===== config.mk =====
export PLATFORM = sky130hd
export DESIGN_NAME = key_debounce
export DESIGN_NICKNAME = d
export VERILOG_FILES = /design/src/rtl/key_debounce.sv
export SDC_FILE = /design/constraint.sdc
export NUM_CORES = 1
export LEC_CHECK = 0
export CAP_MARGIN = 20
export CORE_ASPECT_RATIO = 0.75
export CORE_MARGIN = 2
export CORE_UTILIZATION = 54
export DETAILED_ROUTE_END_ITERATION = 12
export PLACE_DENSITY = 0.72
export RECOVER_POWER = 25
export SLEW_MARGIN = 30
export SYNTH_ARGS = -nofsm -noshare
export SYNTH_HDL_FRONTEND = slang
export SYNTH_SLANG_ARGS = --single-unit

===== constraint.sdc =====
create_clock -name clk -period 1.9 [get_ports clk]
set_clock_uncertainty 0.1 [all_clocks]
set_input_delay 0.285 -clock clk [delete_from_list [all_inputs] [get_ports clk]]
set_output_delay 0.285 -clock clk [all_outputs]
set_load 0.02 [all_outputs]

===== src/rtl/key_debounce.sv =====
// key_debounce -- debounces a raw mechanical key and reports its level and
// press/release events.
//
// Parameters:
//   DB_CYCLES     consecutive stable synchronized samples needed to accept a
//                 level change (>= 2)
//   ACTIVE_LOW    1: pressed key drives key_in low; 0: pressed key drives it high
//   REPEAT_DELAY  cycles in PRESSED before the first auto-repeat pulse
//   REPEAT_PERIOD cycles between subsequent auto-repeat pulses
//
// Ports:
//   clk           clock, all state updates on posedge
//   rst_n         asynchronous active-low reset
//   key_in        raw, asynchronous, bouncing key input
//   key_level     debounced level, 1 = pressed (registered)
//   press_pulse   one-cycle pressed event (registered)
//   release_pulse one-cycle released event (registered)
//
// Optional feature: define KEY_DEBOUNCE_REPEAT_EN to enable auto-repeat of
// press_pulse while the key stays held. Without it REPEAT_DELAY and
// REPEAT_PERIOD only size the shared timer.
module key_debounce #(
    parameter int unsigned DB_CYCLES     = 1000000,
    parameter int unsigned ACTIVE_LOW    = 1,
    parameter int unsigned REPEAT_DELAY  = 25000000,
    parameter int unsigned REPEAT_PERIOD = 5000000
) (
    input  logic clk,
    input  logic rst_n,
    input  logic key_in,
    output logic key_level,
    output logic press_pulse,
    output logic release_pulse
);

    localparam logic        REL_LVL = (ACTIVE_LOW != 0);
    localparam int unsigned MAX_A   = (DB_CYCLES > REPEAT_DELAY) ? DB_CYCLES : REPEAT_DELAY;
    localparam int unsigned MAX_CNT = (MAX_A > REPEAT_PERIOD) ? MAX_A : REPEAT_PERIOD;
    localparam int unsigned TW      = $clog2(MAX_CNT + 1);
    localparam logic [TW-1:0] DB_LAST = TW'(DB_CYCLES - 1);

    localparam logic [1:0] IDLE         = 2'd0;
    localparam logic [1:0] PRESS_WAIT   = 2'd1;
    localparam logic [1:0] PRESSED      = 2'd2;
    localparam logic [1:0] RELEASE_WAIT = 2'd3;

    logic [1:0]    sync;
    logic          k;
    logic [1:0]    state, state_nx;
    logic [TW-1:0] timer, timer_nx;
    logic          press_nx, release_nx;

    // Synchronizer resets to the released raw level so a key held across
    // reset release is seen as a fresh press.
    always_ff @(posedge clk or negedge rst_n) begin
        if (!rst_n) sync <= {2{REL_LVL}};
        else        sync <= {sync[0], key_in};
    end

    // Normalize to active-high: XOR with the released raw level.
    assign k = sync[1] ^ REL_LVL;

`ifdef KEY_DEBOUNCE_REPEAT_EN
    localparam logic [TW-1:0] RD_LAST = TW'(REPEAT_DELAY - 1);
    localparam logic [TW-1:0] RP_LAST = TW'(REPEAT_PERIOD - 1);

    // rep_first selects the initial delay versus the steady repeat period;
    // it survives a RELEASE_WAIT glitch so re-entry restarts the same interval.
    logic rep_first, rep_first_nx;

    always_ff @(posedge clk or negedge rst_n) begin
        if (!rst_n) rep_first <= 1'b1;
        else        rep_first <= rep_first_nx;
    end
`endif

    always_comb begin
        state_nx   = state;
        timer_nx   = timer;
        press_nx   = 1'b0;
        release_nx = 1'b0;
`ifdef KEY_DEBOUNCE_REPEAT_EN
        rep_first_nx = rep_first;
`endif
        case (state)
            IDLE: begin
                if (k) begin
                    state_nx = PRESS_WAIT;
                    timer_nx = '0;
                end
            end
            PRESS_WAIT: begin
                if (!k) begin
                    state_nx = IDLE;
                end else if (timer == DB_LAST) begin
                    state_nx = PRESSED;
                    timer_nx = '0;
                    press_nx = 1'b1;
`ifdef KEY_DEBOUNCE_REPEAT_EN
                    rep_first_nx = 1'b1;
`endif
                end else begin
                    timer_nx = timer + TW'(1);
                end
            end
            PRESSED: begin
                if (!k) begin
                    state_nx = RELEASE_WAIT;
                    timer_nx = '0;
`ifdef KEY_DEBOUNCE_REPEAT_EN
                end else if (timer == (rep_first ? RD_LAST : RP_LAST)) begin
                    timer_nx     = '0;
                    press_nx     = 1'b1;
                    rep_first_nx = 1'b0;
                end else begin
                    timer_nx = timer + TW'(1);
`endif
                end
            end
            RELEASE_WAIT: begin
                if (k) begin
                    state_nx = PRESSED;
                    timer_nx = '0;
                end else if (timer == DB_LAST) begin
                    state_nx   = IDLE;
                    timer_nx   = '0;
                    release_nx = 1'b1;
                end else begin
                    timer_nx = timer + TW'(1);
                end
            end
            default: begin
                state_nx = IDLE;
                timer_nx = '0;
            end
        endcase
    end

    always_ff @(posedge clk or negedge rst_n) begin
        if (!rst_n) begin
            state         <= IDLE;
            timer         <= '0;
            key_level     <= 1'b0;
            press_pulse   <= 1'b0;
            release_pulse <= 1'b0;
        end else begin
            state         <= state_nx;
            timer         <= timer_nx;
            key_level     <= (state_nx == PRESSED) || (state_nx == RELEASE_WAIT);
            press_pulse   <= press_nx;
            release_pulse <= release_nx;
        end
    end

endmodule


## Word level (Yosys, flattened, before mapping)

Cells that the tools add are included.

- Reductions and logical operators: 3
- Add/sub/neg operators: 1
- Multiplexer cells: 18
- Equal/unequal tests: 9

Operator list:

| operator | number |
|---|---|
| 25-bit two-way mux | 5 |
| 25-bit case mux with 4 select lines | 1 |
| 25-bit by 1-bit adder with 25-bit output (second input constant) | 1 |
| 25-bit by 20-bit == test with 1-bit output (second input constant) | 1 |
| 2-bit two-way mux | 6 |
| 2-bit == test (second input constant) | 4 |
| 2-bit case mux with 4 select lines | 1 |
| 2-bit != test (second input constant) | 3 |
| 1-bit two-way mux | 5 |
| 3-bit AND reduction | 1 |
| 2-bit by 1-bit == test with 1-bit output (second input constant) | 1 |
| 2-bit zero test | 1 |
| 1-bit logical OR | 1 |

- Input bits: 3
- Register bits after elaboration: 32
- Word-level logic and storage cells: 37
- Output and inout port bits: 3

## Depth between registers and ports, before layout

- Depth in word-level cells: 6
- Mapped depth: 9
- Gate-level depth less buffers: 6

## Least setup slack after synthesis

Ideal clock, no wire load.

- Kind: register -> register
- Start: register timer[0]
- End: register timer[12]
- Stages on the path, launching flop included: 9
- Period minus slack after synthesis: 1927 ps
- Data required time: 1674 ps
- Path slack: -27 ps
- Path buffers: 2
- Arrival time: 1701 ps
- Setup time: 126 ps
- Cells stage by stage: dfrtp_1 ha_1 and4_1 buf_2 nand4_1 o21ba_2 buf_2 and3_1 a221o_1

- Cells in the longest elaborated chain, start to end: 4
- Elaborated cells on any way between the ends: 6
- Those cells by class: 1 x add/sub; 1 x eq/ne; 4 x mux

RTL lines:

| item | line | text |
|---|---|---|
| start, declared | 50 | `logic [TW-1:0] timer, timer_nx;` |
| start signal, assigned | 148 | `timer <= timer_nx;` |
| 25-bit by 1-bit adder with 25-bit output or 25-bit by 20-bit == test with 1-bit output (tied branches) | n/a |  |
| 25-bit two-way mux (*) | 95, 124 |  |
| 25-bit two-way mux (on tied branches) | 121, 93 |  |
| 25-bit case mux with 4 select lines (*) | 85 | `case (state)` |

Mark *: on every way between the ends. The rest lies on a longest branch, timed or not. The select of a mux whose other input is x is not followed.
A chain may end at the register's enable or synchronous reset.

## Final worst setup path

- Start: register timer[12]
- End: register timer[16]

Same word-level chain as after synthesis.

==> flow_summary.ini <==
[synthesis]
yosys.area.top_type_share_pct = 40.3
syn_nets = 216
synth-main-ff-cell = dfrtp_1
syn_area_um2 = 1860
ys_ff_latch = 32
synth-seq-area-share_pct = 43.2
synthDistinctLibCells = 44
syn_avg_cell_area_um2 = 8.78
synthCells = 212
synth_edf_count = 0
synth_top_area_cell = dfrtp_1
ys_top_cells_by_area = dfrtp_1 40%, nand2_1 5.6%, a31oi_1 4.7%
async_reset_ff_share_pct = 100
yosys_warnings = 0

[pwr]
peakVddDrop_uv = 687
total_power_mw = 1.42
p_leak_nw = 1.07
p_per_area_nw_per_um2 = 567

[grt]
grt_pass1_wl_mm = 8.02
grt_pass1_vias = 1636
grt_max_degree = 33
overflow = 0
track_usage_pct = 27.8
antenna_found_initial = 0

[placement]
dpl_cell_area_um2 = 2220
hpwl_mm = 3.62
dp_slack_ns = -0.0915
gp_congestion = 0.909
dp.cells = 286
io_buffers = 5

[sta]
drv_slew = 0
fin_hold_ws_ns = 0.260
fmax_mhz = 501
fin_crit_sh_pct = 105
layout_min_cycle_time_ns = 1.99
rsz0062_at_grt = yes
hold_viol = 0
worstMarginPinSlew_ns = 0.801
fin_setup_tns_ns = -0.619
max_slew_margin_pct = 46.6
setup_viol = 14
setup_slack_ns = -0.0943

[final_layout]
post-route-util_pct = 76.4
final_area_um2 = 2510
fin_cells = 301
fillers = 229
areaGrowthSynthToFinish_pct = 35.0
drive_gt1_share_pct = 37.5
fin_nets = 264
antennaDiodeCount = 0

[worst_setup_path]
crit_path_start_kind = flop
cp_data_arrival_time_ns = 2.05
r2r_slack_ns = -0.09
critPathMaxFanout = 7
worstPathRequired_ns = 1.96
endpoint_kind = flop
path_class = flop to flop

[clock_tree]
cts_hold_buffers = 0
cts_tree = yes
htree_levels = 2
root_buffer = clkbuf_8
clk_path_buf_depth = 2
cts_buffers = 5
clk_pin_slew_ns = 0.07
clkSinkCount = 32
clk_latency_ns = 0.29

[worst_hold_path]
hold_class = flop to flop

[routing]
m1WireLength_mm = 2.49
drtIter0Drc = 188
drc = 0
vias_per_cell = 6.54
wl_met3_um = 492
wl_mm = 5.70
top_layer = met4
wl_met2_mm = 2.53
vias = 1968
ant_nets = 0
drtPass1Iterations = 6
routedWlPerCell_um = 18.9

[run_status]
status = complete, but fails checks
violations = negative setup slack

[die]
std_cell_rows = 18
io_pins = 6
die_y_um = 54.8
start_util_pct = 56.6
die_w_um = 71.8
fp.coreArea_um2 = 3290
dieArea_um2 = 3940

[run]
cap_violations = 0
critical path, cell delays in order (launching register included):
cell     delay (ns)
dfrtp_1        0.40
buf_4          0.14
nor4b_2        0.34
nand2_1        0.19
o31ai_4        0.30
buf_6          0.18
buf_4          0.12
o22ai_1        0.08
synth_stat cells, types with 2 or more instances:
master,n
nor2b_1,2
nand2b_1,3
clkbuf_1,5
nor4b_1,2
a31oi_1,14
mux2i_1,4
mux2_2,2
o21ai_0,15
nand4_1,8
nor2_1,18
or4_1,4
nor3_1,9
and4_1,3
and3_1,4
buf_2,7
a21oi_1,5
inv_1,8
nor4_1,3
dfstp_2,2
nand2_1,28
nand3_1,9
a22o_1,4
o21ai_1,3
dfrtp_1,30
state kept, by name (all words and copies together), names as in the netlist:
register / flops
release_pulse: 1
timer: 25
key_level: 1
sync: 2
state: 2
press_pulse: 1
final cells by class:
class,instances,area (um2),share of cell area (%)
multi-input cells,159,1100,43.7
flip-flops and latches,32,810,32.2
clock buffers,6,82.6,3.29
repair buffers,54,430,17.1
clock inverters,2,10.0,0.399
inverters,8,30.0,1.20
well taps,40,50.0,1.99
report_power, final:
part | switching, mW | internal (mW)
registers | 0.0259 | 0.704
clock network | 0.271 | 0.289
logic | 0.0779 | 0.0550
path summary, 6_finish.rpt:
path                                start         to  cells past startpoint
worst max-delay path            timer[12]  timer[16]                      7
worst min-delay path              sync[0]    sync[1]                      0
worst max register to register  timer[12]  timer[16]                      7
worst min register to register    sync[0]    sync[1]                      0
max in group asynchronous           rst_n   timer[5]                      2
min in group asynchronous           rst_n  timer[24]                      2
placed cells by master, fill, tap and decap left out, types with 5 or more instances in the layout:
master / n
nand3_1: 7
clkbuf_8: 6
nand4_1: 8
nor2_1: 13
a21oi_1: 5
dfrtp_2: 5
dfrtp_1: 25
nand2_1: 26
o21ai_0: 13
nor3_1: 8
nor2_2: 5
inv_1: 8
buf_4: 44
a31oi_1: 14
metal layers:
| layer | GRT usage (%) | up-vias |
|---|---|---|
| met1 | 38.9 | 952 |
| met4 | 8.49 | 0 |
| met2 | 42.3 | 108 |
| met5 | 0 | - |
| li1 | - | 878 |
| met3 | 7.73 | 30 |
timing repair:
action	in CTS	in global routing
pin swaps	3	6
setup buffers	2	5
gates cloned	0	0
setup endpoints to repair	16	22
resized for setup	12	29
cells by family (layout without fill, tap and decap cells):
logic type / count (synthesis) / after routing / synth area share, %
muxes: 6 / 6 / 3.36
AOI/OAI and AO/OA: 51 / 51 / 18.2
buffers and inverters: 21 / 70 / 4.77
adders and majority gates: 1 / 1 / 0.672
DFF: 32 / 32 / 43.2
and+or+nand+nor: 101 / 101 / 29.9
Note: power is estimated with default switching activity, not from simulation.
